## config.mk

```make
export PLATFORM = sky130hd
export DESIGN_NAME = cpu_boot_loader_flat
export DESIGN_NICKNAME = d
export VERILOG_FILES = /design/src/rtl/cpu_boot_loader_if.sv /design/src/rtl/cpu_boot_loader.sv /design/src/flat_wrapper.sv
export SDC_FILE = /design/constraint.sdc
export NUM_CORES = 1
export LEC_CHECK = 0
export BUFFER_PORTS_ARGS = -buffer_cell sky130_fd_sc_hd__buf_2
export CAP_MARGIN = 15
export CORE_UTILIZATION = 59
export DETAILED_ROUTE_END_ITERATION = 12
export GPL_TIMING_DRIVEN = 1
export PLACE_DENSITY = 0.93
export SKIP_CTS_REPAIR_TIMING = 1
export SYNTH_ARGS = -nofsm -noshare
export SYNTH_HDL_FRONTEND = slang
export SYNTH_SLANG_ARGS = --single-unit
```

## constraint.sdc

```tcl
create_clock -name clk -period 5.53 [get_ports clk]
set_input_delay 0.2765 -clock clk [delete_from_list [all_inputs] [get_ports clk]]
set_output_delay 0.2765 -clock clk [all_outputs]
set_load 0.01 [all_outputs]
```

## src/rtl/cpu_boot_loader_if.sv

```systemverilog
`default_nettype none
// ============================================================================
//  Module      : cpu_boot_loader_if
//  Description : Bundle of the host beat stream and both external memory
//                write ports used by cpu_boot_loader.
//                  s_valid/s_ready/s_data            host stream, 32-bit beats
//                  addr_ext/wen_ext/ren_ext/wdata_ext instruction memory port
//                  addr_ext_2/wen_ext_2/ren_ext_2/
//                  wdata_ext_2                        data memory port
//                Modport 'slave' is the loader's view (consumes beats, drives
//                the memory ports); 'master' is the host/observer view.
//  Revision    : 1.0  initial release
// ============================================================================
interface cpu_boot_loader_if;

  logic        s_valid;
  logic        s_ready;
  logic [31:0] s_data;

  logic [63:0] addr_ext;
  logic        wen_ext;
  logic        ren_ext;
  logic [31:0] wdata_ext;

  logic [63:0] addr_ext_2;
  logic        wen_ext_2;
  logic        ren_ext_2;
  logic [63:0] wdata_ext_2;

  modport master (
    output s_valid,
    output s_data,
    input  s_ready,
    input  addr_ext,
    input  wen_ext,
    input  ren_ext,
    input  wdata_ext,
    input  addr_ext_2,
    input  wen_ext_2,
    input  ren_ext_2,
    input  wdata_ext_2
  );

  modport slave (
    input  s_valid,
    input  s_data,
    output s_ready,
    output addr_ext,
    output wen_ext,
    output ren_ext,
    output wdata_ext,
    output addr_ext_2,
    output wen_ext_2,
    output ren_ext_2,
    output wdata_ext_2
  );

endinterface : cpu_boot_loader_if
`default_nettype wire

```

## src/rtl/cpu_boot_loader.sv

```systemverilog
`default_nettype none
// ============================================================================
//  Module      : cpu_boot_loader
//  Description : Streams a program image from a host into instruction and
//                data memory, then enables the cpu for a bounded number of
//                cycles and reports done/err.
//                Image: N_I, N_I instruction words, N_D, 2*N_D data words
//                (each 64-bit data word sent low half first).
//  Ports       :
//    clk          in   clock
//    arst_n       in   synchronous active-low reset
//    start        in   load request pulse (honoured in IDLE or DONE only)
//    run_limit    in   cpu enable duration, latched on accepted start
//    bus          if   host stream + imem/dmem write ports (slave view)
//    cpu_enable   out  high for run_limit cycles after the load
//    busy         out  load/run in progress
//    done         out  load (and run) complete
//    err          out  header exceeded memory capacity; cleared by reset only
//    cycle_count  out  cycles spent with cpu_enable high
//  Revision    : 1.0  initial release
// ============================================================================
module cpu_boot_loader #(
  parameter int unsigned IMEM_WORDS = 512,
  parameter int unsigned DMEM_WORDS = 1024
) (
  input  wire logic        clk,
  input  wire logic        arst_n,
  input  wire logic        start,
  input  wire logic [31:0] run_limit,
  cpu_boot_loader_if.slave bus,
  output logic             cpu_enable,
  output logic             busy,
  output logic             done,
  output logic             err,
  output logic [31:0]      cycle_count
);

  typedef enum logic [3:0] {
    S_IDLE  = 4'd0,
    S_HDR_I = 4'd1,
    S_LD_I  = 4'd2,
    S_HDR_D = 4'd3,
    S_LD_D  = 4'd4,
    S_FLUSH = 4'd5,
    S_RUN   = 4'd6,
    S_DONE  = 4'd7,
    S_ERR   = 4'd8
  } state_t;

  state_t state_q, state_d;

  // Beats expected in the current load section and beats taken so far.
  // For the data section the target is 2*N_D (two beats per 64-bit word).
  logic [31:0] n_q,      n_d;
  logic [31:0] idx_q,    idx_d;
  logic [31:0] lo_q,     lo_d;
  logic [31:0] limit_q,  limit_d;
  logic [31:0] cnt_q,    cnt_d;

  logic        wen_i_q,   wen_i_d;
  logic [63:0] addr_i_q,  addr_i_d;
  logic [31:0] wdata_i_q, wdata_i_d;
  logic        wen_d_q,   wen_d_d;
  logic [63:0] addr_d_q,  addr_d_d;
  logic [63:0] wdata_d_q, wdata_d_d;

  logic        w_beat;
  logic        w_last;

  assign w_beat = bus.s_valid & bus.s_ready;
  // Current beat closes the section (n_q is never 0 inside LD_I/LD_D).
  assign w_last = (idx_q == (n_q - 32'd1));

  // --------------------------------------------------------------------------
  // Next-state and datapath
  // --------------------------------------------------------------------------
  always_comb begin
    state_d   = state_q;
    n_d       = n_q;
    idx_d     = idx_q;
    lo_d      = lo_q;
    limit_d   = limit_q;
    cnt_d     = cnt_q;
    // Strobes are single-cycle; addresses and data hold between strobes.
    wen_i_d   = 1'b0;
    addr_i_d  = addr_i_q;
    wdata_i_d = wdata_i_q;
    wen_d_d   = 1'b0;
    addr_d_d  = addr_d_q;
    wdata_d_d = wdata_d_q;

    unique case (state_q)
      S_IDLE, S_DONE: begin
        if (start) begin
          state_d = S_HDR_I;
          cnt_d   = '0;
          limit_d = run_limit;
        end
      end

      S_HDR_I: begin
        if (w_beat) begin
          idx_d = '0;
          n_d   = bus.s_data;
          if (bus.s_data > IMEM_WORDS) begin
            state_d = S_ERR;
          end else if (bus.s_data == 32'd0) begin
            state_d = S_HDR_D;
          end else begin
            state_d = S_LD_I;
          end
        end
      end

      S_LD_I: begin
        if (w_beat) begin
          wen_i_d   = 1'b1;
          addr_i_d  = {30'd0, idx_q, 2'b00};
          wdata_i_d = bus.s_data;
          idx_d     = idx_q + 32'd1;
          if (w_last) begin
            state_d = S_HDR_D;
          end
        end
      end

      S_HDR_D: begin
        if (w_beat) begin
          idx_d = '0;
          n_d   = {bus.s_data[30:0], 1'b0};
          if (bus.s_data > DMEM_WORDS) begin
            state_d = S_ERR;
          end else if (bus.s_data == 32'd0) begin
            state_d = S_FLUSH;
          end else begin
            state_d = S_LD_D;
          end
        end
      end

      S_LD_D: begin
        if (w_beat) begin
          if (!idx_q[0]) begin
            lo_d = bus.s_data;
          end else begin
            // Odd beat completes word idx_q/2: byte address 8*(idx_q/2).
            wen_d_d   = 1'b1;
            addr_d_d  = {30'd0, idx_q[31:1], 3'b000};
            wdata_d_d = {bus.s_data, lo_q};
          end
          idx_d = idx_q + 32'd1;
          if (w_last) begin
            state_d = S_FLUSH;
          end
        end
      end

      S_FLUSH: begin
        // The final registered write strobe is on the bus during this cycle.
        state_d = (limit_q == 32'd0) ? S_DONE : S_RUN;
      end

      S_RUN: begin
        cnt_d = cnt_q + 32'd1;
        if (cnt_q == (limit_q - 32'd1)) begin
          state_d = S_DONE;
        end
      end

      S_ERR: begin
        state_d = S_ERR;
      end

      default: begin
        state_d = S_IDLE;
      end
    endcase
  end

  // --------------------------------------------------------------------------
  // Registers
  // --------------------------------------------------------------------------
  always_ff @(posedge clk) begin
    if (!arst_n) begin
      state_q   <= S_IDLE;
      n_q       <= '0;
      idx_q     <= '0;
      lo_q      <= '0;
      limit_q   <= '0;
      cnt_q     <= '0;
      wen_i_q   <= 1'b0;
      addr_i_q  <= '0;
      wdata_i_q <= '0;
      wen_d_q   <= 1'b0;
      addr_d_q  <= '0;
      wdata_d_q <= '0;
    end else begin
      state_q   <= state_d;
      n_q       <= n_d;
      idx_q     <= idx_d;
      lo_q      <= lo_d;
      limit_q   <= limit_d;
      cnt_q     <= cnt_d;
      wen_i_q   <= wen_i_d;
      addr_i_q  <= addr_i_d;
      wdata_i_q <= wdata_i_d;
      wen_d_q   <= wen_d_d;
      addr_d_q  <= addr_d_d;
      wdata_d_q <= wdata_d_d;
    end
  end

  // --------------------------------------------------------------------------
  // Outputs
  // --------------------------------------------------------------------------
  assign bus.s_ready     = (state_q == S_HDR_I) || (state_q == S_LD_I) ||
                           (state_q == S_HDR_D) || (state_q == S_LD_D);
  assign bus.addr_ext    = addr_i_q;
  assign bus.wen_ext     = wen_i_q;
  assign bus.ren_ext     = 1'b0;
  assign bus.wdata_ext   = wdata_i_q;
  assign bus.addr_ext_2  = addr_d_q;
  assign bus.wen_ext_2   = wen_d_q;
  assign bus.ren_ext_2   = 1'b0;
  assign bus.wdata_ext_2 = wdata_d_q;

  assign cpu_enable  = (state_q == S_RUN);
  assign busy        = (state_q != S_IDLE) && (state_q != S_DONE) && (state_q != S_ERR);
  assign done        = (state_q == S_DONE);
  assign err         = (state_q == S_ERR);
  assign cycle_count = cnt_q;

endmodule : cpu_boot_loader
`default_nettype wire
```

## src/flat_wrapper.sv

```systemverilog
// flat-port wrapper written by rule: the top's interface ports become plain ports
module cpu_boot_loader_flat 
#(
  parameter int unsigned IMEM_WORDS = 512,
  parameter int unsigned DMEM_WORDS = 1024
)
  (clk, arst_n, start, run_limit, cpu_enable, busy, done, err, cycle_count, bus_s_valid, bus_s_data, bus_s_ready, bus_addr_ext, bus_wen_ext, bus_ren_ext, bus_wdata_ext, bus_addr_ext_2, bus_wen_ext_2, bus_ren_ext_2, bus_wdata_ext_2);
  cpu_boot_loader_if bus_i ();
  input  wire logic clk;
  input  wire logic arst_n;
  input  wire logic start;
  input  wire logic [31:0] run_limit;
  output logic cpu_enable;
  output logic busy;
  output logic done;
  output logic err;
  output logic [31:0] cycle_count;
  input wire logic [$bits(bus_i.s_valid)-1:0] bus_s_valid;
  input wire logic [$bits(bus_i.s_data)-1:0] bus_s_data;
  output wire logic [$bits(bus_i.s_ready)-1:0] bus_s_ready;
  output wire logic [$bits(bus_i.addr_ext)-1:0] bus_addr_ext;
  output wire logic [$bits(bus_i.wen_ext)-1:0] bus_wen_ext;
  output wire logic [$bits(bus_i.ren_ext)-1:0] bus_ren_ext;
  output wire logic [$bits(bus_i.wdata_ext)-1:0] bus_wdata_ext;
  output wire logic [$bits(bus_i.addr_ext_2)-1:0] bus_addr_ext_2;
  output wire logic [$bits(bus_i.wen_ext_2)-1:0] bus_wen_ext_2;
  output wire logic [$bits(bus_i.ren_ext_2)-1:0] bus_ren_ext_2;
  output wire logic [$bits(bus_i.wdata_ext_2)-1:0] bus_wdata_ext_2;
  assign bus_i.s_valid = bus_s_valid;
  assign bus_i.s_data = bus_s_data;
  assign bus_s_ready = bus_i.s_ready;
  assign bus_addr_ext = bus_i.addr_ext;
  assign bus_wen_ext = bus_i.wen_ext;
  assign bus_ren_ext = bus_i.ren_ext;
  assign bus_wdata_ext = bus_i.wdata_ext;
  assign bus_addr_ext_2 = bus_i.addr_ext_2;
  assign bus_wen_ext_2 = bus_i.wen_ext_2;
  assign bus_ren_ext_2 = bus_i.ren_ext_2;
  assign bus_wdata_ext_2 = bus_i.wdata_ext_2;
  cpu_boot_loader #(.IMEM_WORDS(IMEM_WORDS), .DMEM_WORDS(DMEM_WORDS)) u_core (.clk(clk), .arst_n(arst_n), .start(start), .run_limit(run_limit), .bus(bus_i), .cpu_enable(cpu_enable), .busy(busy), .done(done), .err(err), .cycle_count(cycle_count));
endmodule
```

# Yosys cells after proc, flatten, opt, wreduce, memory -nomap -nowiden
# Index checks and enable logic that the tools add are counted.
[word_totals]
ram_bits = 0
mem_bits_ro = 0
output_inout_bits = 265
in_bits = 68
mem_count = 0
ff_bits = 325
latch_bits = 0
[op_classes]
bitwise_logic = 2
n_shift = 0
n_addsub = 4
magnitude_cmp = 2
mul = 0
n_eq_ne = 22
div = 0
reduce_logical = 25
muxes = 24
[op_table]
columns = ["operator", "count"]
rows = [
  ["32-bit case mux with 2 select lines", 3],
  ["32-bit 2-to-1 mux", 5],
  ["32-bit by 1-bit adder with 32-bit output, second input constant", 2],
  ["32-bit == test", 2],
  ["32-bit logical NOT", 2],
  ["32-bit by 1-bit subtractor with 32-bit output, second input constant", 2],
  ["4-bit 2-to-1 mux", 10],
  ["32-bit by 10-bit > comparator with 1-bit output, second input constant", 1],
  ["32-bit by 11-bit > comparator with 1-bit output, second input constant", 1],
  ["4-bit case mux with 8 select lines", 1],
  ["2-bit by 1-bit inequality test with 1-bit output, second input constant", 9],
  ["4-bit by 3-bit == test with 1-bit output, second input constant", 4],
  ["3-bit AND reduction", 5],
  ["4-bit by 2-bit == test with 1-bit output, second input constant", 2],
  ["2-bit AND reduction", 4],
  ["8-bit AND reduction", 1],
  ["2-bit nonzero test", 3],
  ["2-bit OR reduction", 3],
  ["1-bit 2-to-1 mux", 5],
  ["4-bit by 1-bit == test with 1-bit output, second input constant", 1],
  ["4-bit == test, second input constant", 1],
  ["4-bit logical NOT", 1],
  ["4-bit by 3-bit inequality test with 1-bit output, second input constant", 1],
  ["4-bit inequality test, second input constant", 1],
  ["other kinds (6)", 9],
]

# Logic depth before layout (Yosys ltp)
# Gate-level depths: netlist of the first run.
[logic_depth]
depth_word = 7
ltp_mapped = 12

# Worst setup path before layout of the first run
# Ideal clock, no wire load.
[synth_timing]
path_kind = "reg2reg"
startpoint = "register u_core.n_q[0]"
endpoint = "register u_core.state_q[1]"
n_path_buf = 0
required_ns = 5.460
path_stages_with_launch = 12
path_slack_ns = 2.223
arrival_time_ns = 3.236
synth_period_minus_slack_ns = 3.307
path_cell_list = "dfxtp_1 -> inv_1 -> ha_1 -> or3b_2 -> nor4_1 -> nand3_1 -> xnor2_1 -> a2111oi_2 -> nand4_1 -> o31a_1 -> or4_1 -> a21oi_1"
[synth_via]
elab_chain_cells = 4
elab_cells_between_ends = 5
cone_classes = "1 x add/sub; 3 x eq/ne; 1 x reduce/logical"
[synth_lines]
columns = ["item", "line_no", "source"]
rows = [
  ["from (decl)", "cpu_boot_loader.sv:54", "logic [31:0] n_q, n_d;"],
  ["from (signal assigned)", "cpu_boot_loader.sv:199", "n_q <= n_d;"],
  ["32-bit by 1-bit subtractor with 32-bit output *", "cpu_boot_loader.sv:72", "assign w_last = (idx_q == (n_q - 32'd1));"],
  ["32-bit == test *", "cpu_boot_loader.sv:72", ""],
  ["2-bit by 1-bit inequality test with 1-bit output (no line)", "-", ""],
  ["8-bit AND reduction (no line) *", "-", ""],
  ["to (signal assigned)", "cpu_boot_loader.sv:198", "state_q <= state_d;"],
  ["to (decl)", "cpu_boot_loader.sv:50", "state_t state_q, state_d;"],
]
# Every way passes the cells marked *; elsewhere a longest branch is shown, timed or not.
# A chain may end at the register's enable or synchronous reset.

# Final worst setup path of the first run
[layout_timing]
startpoint = "register u_core.n_q[0]"
endpoint = "register u_core.state_q[3]"
# Same word-level chain as after synthesis.

==> run metrics, run 1 <==
ys flop type dfxtp_1; WHS -0.00664 ns; Core Box Area 0.0252 sq mm; P per Cell Area 349 mW/mm^2; DR pass1 iterations 5; Ports 333; slowest cell on the critical path nor4_1; gpl congestion 0.941; total power 6.07 mW; Unique masters post-synth 69; Setup Viol. Count Final 0; drt drc 0; combinational share of power 18.7%; Layout fillers 1963; crit start category flop; Detailed Place HPWL 29000 um; Seq pwr share 41.9%; GRT Total Usage 31.4%; worst vdd rail ir drop 0.288 mV; internal power 4.30 mW; Crit Path Max Fanout 6; drt total wl 42900 um; Leak 6.73 nW; dpl ws 1.84 ns; Port Buf Inserts 265; Vias/cell 5.83; worst path arrival time 4.21 ns; chip width 162 um; clock root cell clkbuf_16; unrepaired setup endpoints after global routing false; mapped cell area 0.0151 sq mm; clock group share of total power 39.4%; CTS buffer count 35; yosys warns 0; placed insts 2428; GRT overflow 0; Setup CP Type flop to flop; die area 0.0263 sq mm; Period minus WS final 3.76 ns; Max Slew Vio Count 0; placed inst area 0.0162 sq mm; post-layout util 69.2%; switching power share of the total 29.2%; post-synthesis cell count 1955; clock latency on the worst-skew pair 0.52 ns; fin cells 2493; initial DRC count 1556; first-pass GRT wire length 66800 um; fraction of layout cells with a size suffix above 1 16.9%; routed vias 14.5k; Final Worst Setup Slack 1.77 ns; Detail Route Antenna Nets 0; R2R Path Start u_core.n_q[0]; initial antenna violation count 2; WP data required 5.98 ns; EDFF count, synth 0; mean routed wirelength per cell 17.2 um; number of global-route vias before repair 13.1k; Max H-tree Level 2; clock slew at reported path FFs 0.06 ns; Seq/Total Area, Yosys 43.0%; worst hold-check path type input port to flop; Initial Utilization 60.0%; ys async rst share 0%; Layout Nets 2208; sw power 1.78 mW; Setup TNS Final 0 ns; CTS tree done; Max stage delay on crit path 0.63 ns; FMAX 0.266 GHz; worst-margin pin slew 1.08 ns; Setup crit end kind flop; Final Cycle Share 68.0%; #FFs+latches synth 325; largest net degree at the start of global routing 148; critical path cell sequence inv_1 -> ha_1 -> or3b_2 -> nor4_1 -> nand3_1 -> xnor2_1 -> a2111oi_2 -> nand4_1 -> o31a_1 -> a2111oi_0 -> o21a_1; final hold vios 1; Clock Sinks 325; Area growth, synth to finish 15.2%; status finished, violations left; violated checks hold timing; fin area 0.0174 sq mm; Die Ht 162 um; Hold Startpoint run_limit[4]; Max-slew headroom 27.7%; # rows 58; syn_area_per_cell 7.73 sq um; Worst Setup SP u_core.n_q[0]; clk buf depth 3; setup slack, reg-to-reg 1.77 ns; Max Cap Violations 0; clk_skew 0.0171 ns
==> worst paths after layout <==
kind                                   end  cells past startpoint
setup / recovery         u_core.state_q[3]                     11
hold reg to reg   u_core.bus.addr_ext_2[4]                      2
hold / removal           u_core.limit_q[4]                      3
setup reg to reg         u_core.state_q[3]                     11
==> layout by cell type (no fill, tap or decap), types with 10 or more instances in the layout <==
master / n
nand3_1: 37
conb_1: 67
nor3_1: 33
or3_1: 26
xor2_1: 49
and3_1: 10
nor2_1: 118
nand4_1: 26
buf_2: 265
inv_1: 16
mux2i_1: 42
nand2_1: 515
a211oi_1: 33
buf_4: 13
xnor2_1: 59
dfxtp_1: 325
clkbuf_16: 36
nor4_1: 24
a21oi_1: 270
a31oi_1: 14
o21ai_0: 26
==> synth_stat cells, types with 8 or more instances <==
master	count	area share (%)
a211oi_1	33	1.6
nor2b_1	9	0.37
or2_2	8	0.33
nand3_1	38	1.3
inv_1	16	0.40
o21ai_0	26	0.86
clkbuf_1	121	3.0
mux2i_1	42	2.8
or4_1	9	0.45
xor2_1	49	2.8
nand3b_1	8	0.40
buf_4	67	3.3
nand2_1	515	13
nand4_1	26	1.1
nor2_1	120	3.0
and3_1	11	0.46
nor3_1	34	1.1
dfxtp_1	325	43
xnor2_1	59	3.4
or3_1	26	1.1
nor4_1	24	0.99
a31oi_1	14	0.58
a21oi_1	270	8.9
buf_1	10	0.25
==> cell type report <==
cell class | count | area [sq um] | share of cell area [%]
Antenna cell | 2 | 5.00 | 0.0287
Clock buffer | 52 | 1030 | 5.92
Clock inverter | 10 | 149 | 0.855
Inverter | 17 | 71.3 | 0.410
Multi-Input combinational cell | 1478 | 7800 | 44.8
Sequential cell | 325 | 6510 | 37.4
Tap cell | 330 | 413 | 2.37
Timing Repair Buffer | 279 | 1430 | 8.23
==> per-layer routing <==
layer	up-vias	GRT usage (%)	part of all wire, %
met5	-	0	0
met4	0	13.6	3.8
met3	122	6.33	9.4
met2	789	50.1	46
met1	6767	41.1	41
li1	6858	-	-
==> power by group through the flow <==
stage	Clock [mW]	Combinational (mW)	Sequential, mW
floorplan	0	0.921	2.53
global placement	0	1.09	2.58
detailed placement	0	1.10	2.59
CTS	2.42	1.11	2.54
global route	2.52	1.24	2.55
finish	2.40	1.13	2.54
==> kinds of logic after synthesis <==
group / after synthesis / share of synthesized area, %
muxes: 46 / 3.08
DFF: 325 / 43.0
AOI/OAI and AO/OA: 386 / 14.4
adders and majority gates: 4 / 0.331
and+or+nand+nor: 866 / 25.6
xor gates and xnor gates: 109 / 6.41
buffers and inverters: 218 / 7.14
other: 1 / 0.0248
==> sequential cells by signal, indices dropped and copies added, names as in the netlist, 31 cells and up <==
register,flops
u_core.bus.addr_ext_2,31
u_core.bus.wdata_ext,32
u_core.lo_q,32
u_core.idx_q,32
u_core.n_q,32
u_core.cycle_count,32
u_core.bus.wdata_ext_2,64
u_core.bus.addr_ext,32
u_core.limit_q,32
==> worst max-delay path, delay by kind of cell, from the launching register on <==
kind | cells | cell delay [ns]
AOI/OAI and AO/OA | 4 | 1.37
DFF | 1 | 0.34
buffers and inverters | 1 | 0.07
and+or+nand+nor | 4 | 1.47
adders and majority gates | 1 | 0.27
xor gates and xnor gates | 1 | 0.18
(Power assumes the default switching activity.)
==> inputs of run 2 (changes only) <==
CORE_UTILIZATION = 55   (was 59)
PLACE_DENSITY = 0.88   (was 0.93)
clock period = 3.7 ns   (was 5.53 ns; I/O delays follow)
==> run metrics, run 2 (same netlist as run 1, synthesis figures left out) <==
Max Cap Violations 0 (unchanged); commonest non-fill, non-tap cell in the layout nand2_1; Setup CP Type flop to flop; Leak 7.02 nW (+4.3%); switching power share of the total 28.9% (-0.29 points); Seq pwr share 41.0% (-0.9 points); Crit Path Max Fanout 6 (unchanged); Final Cycle Share 94.0% (+26 points); Stages on worst setup path 9 (-2); gpl congestion 0.912 (-3.1%); placed inst area 0.0163 sq mm (+0.75%); WP data required 4.13 ns (-1.85 ns); Vias/cell 5.78 (-0.94%); chip width 168 um (+3.5%); worst setup path end u_core.state_q[1]; fin area 0.0181 sq mm (+3.9%); clock root cell clkbuf_16; clk buf depth 3 (unchanged); # rows 60 (+3.4%); final hold vios 5 (+4); worst path arrival time 3.91 ns (-0.30 ns); total power 9.27 mW (+53%); CTS buffer count 35 (unchanged); Setup Viol. Count Final 0 (unchanged); Core Box Area 0.0270 sq mm (+7.0%); Layout Nets 2268 (+2.7%); reg2reg path depth 9 (-2); Max H-tree Level 2 (unchanged); critical path cell sequence or4_4 -> and4bb_1 -> nand3_2 -> or4_1 -> a2111oi_2 -> nand4_1 -> o31a_1 -> or4_1 -> a21oi_1; Area growth, synth to finish 19.6%; internal power 6.59 mW (+53%); placed insts 2450 (+0.91%); fin cells 2563 (+2.8%); Max stage delay on crit path 0.60 ns (-0.03 ns); Initial Utilization 56.1% (-3.9 points); Max Slew Vio Count 0 (unchanged); Final Worst Setup Slack 0.223 ns (-1.55 ns); drt total wl 44100 um (+2.9%); mean routed wirelength per cell 17.2 um (about the same); setup slack, reg-to-reg 0.22 ns (-1.55 ns); WHS -0.00929 ns (-0.00265 ns); Max-slew headroom 31.1% (+3.5 points); Die Ht 168 um (+3.5%); most frequent cells in the layout nand2_1, dfxtp_1, a21oi_1; initial antenna violation count 0 (-2); Hold Startpoint bus_s_data[26]; R2R Path Start u_core.n_q[7]; Clock Sinks 325 (unchanged); DR pass1 iterations 5 (unchanged); P per Cell Area 513 mW/mm^2 (+47%); number of global-route vias before repair 13.2k (+1.3%); Setup TNS Final 0 ns (unchanged); Detailed Place HPWL 30000 um (+3.2%); violated checks hold timing; Largest register FFs 64 (unchanged); slowest cell on the critical path or4_4; Worst Setup SP u_core.n_q[7]; combinational share of power 19.1% (+0.4 points); unrepaired setup endpoints after global routing false; dpl ws 0.202 ns (-1.64 ns); post-layout util 67.1% (-2.0 points); reg2reg end u_core.state_q[1]; Setup crit end kind flop; clock slew at reported path FFs 0.07 ns (about the same); cell mode on critical path or4_1; status finished, violations left; routed vias 14.8k (+1.8%); Ports 333 (unchanged); worst vdd rail ir drop 0.434 mV (+51%); first-pass GRT wire length 67600 um (+1.2%); Port Buf Inserts 265 (unchanged); sw power 2.68 mW (+51%); largest net degree at the start of global routing 129 (-13%); initial DRC count 1411 (-9.3%); die area 0.0282 sq mm (+7.2%); clock group share of total power 39.9% (+0.5 points); critical path's top delay family simple AND/OR/NAND/NOR gates; CP bufs+invs 0 (-1); Detail Route Antenna Nets 0 (unchanged); FMAX 0.288 GHz (+8.2%); Period minus WS final 3.48 ns (-0.284 ns); clock latency on the worst-skew pair 0.52 ns (about the same); worst hold-check path type input port to flop; ANT cells 0 (-2); CTS tree done; clk_skew 0.0188 ns (+0.00165 ns); drt drc 0 (unchanged); fraction of layout cells with a size suffix above 1 17.2% (+0.35 points); GRT overflow 0 (unchanged); worst-margin pin slew 1.03 ns (-0.0519 ns); GRT Total Usage 29.4% (-1.9 points); crit start category flop
-- run 2: changes by cell type in the layout (fill, tap and decap cells not counted), moves of 2 or more --
cell / previous run / this run
bufinv_16: 3 / 5
diode_2: 2 / 0
clkbuf_1: 9 / 5
buf_12: 0 / 2
buf_4: 13 / 22
clkinv_2: 3 / 6
dlygate4sd3_1: 1 / 50
clkbuf_8: 7 / 5
-- run 2: worst min-delay path by stage --
stage,endpoint,slack (ns),cells past startpoint
final,u_core.bus.wdata_ext_2[58],-0.009,3
after global routing,u_core.bus.wdata_ext_2[58],-0.005,3
after global placement,u_core.limit_q[24],0.43,3
after floorplan,u_core.lo_q[0],0.32,2
after CTS,u_core.limit_q[0],-0.10,3
after detailed placement,u_core.limit_q[0],0.43,3
-- run 2: tightest hold or removal path, delay by kind of cell --
kind,cells,cell delay (ns)
buffers and inverters,1,0.15
AND/OR/NAND/NOR,1,0.07
AO/OA/AOI/OAI,1,0.05
-- run 2: power groups by stage --
| stage | clock network (mW) | registers [mW] | logic (mW) |
|---|---|---|---|
| after detailed placement | 0 | 3.87 | 1.67 |
| after global placement | 0 | 3.86 | 1.66 |
| final | 3.71 | 3.80 | 1.77 |
| after CTS | 3.73 | 3.79 | 1.68 |
| after floorplan | 0 | 3.79 | 1.38 |
| after global routing | 3.89 | 3.82 | 1.94 |
-- run 2: layout make-up --
type / count / area (sq um)
inverters: 17 / 71.3
flip-flops and latches: 325 / 6510
fillers: 2154 / 8860
multi-input cells: 1478 / 7820
repair buffers: 339 / 2030
clock inverters: 17 / 240
well taps: 341 / 427
clock buffers: 46 / 988
-- run 2: per-layer routing --
layer	up-vias	part of all wire [%]	GRT usage [%]
li1	6979	-	-
met1	6942	41	38.4
met2	750	47	48.5
met3	132	9.0	5.76
met4	0	3.4	10.5
met5	-	0	0
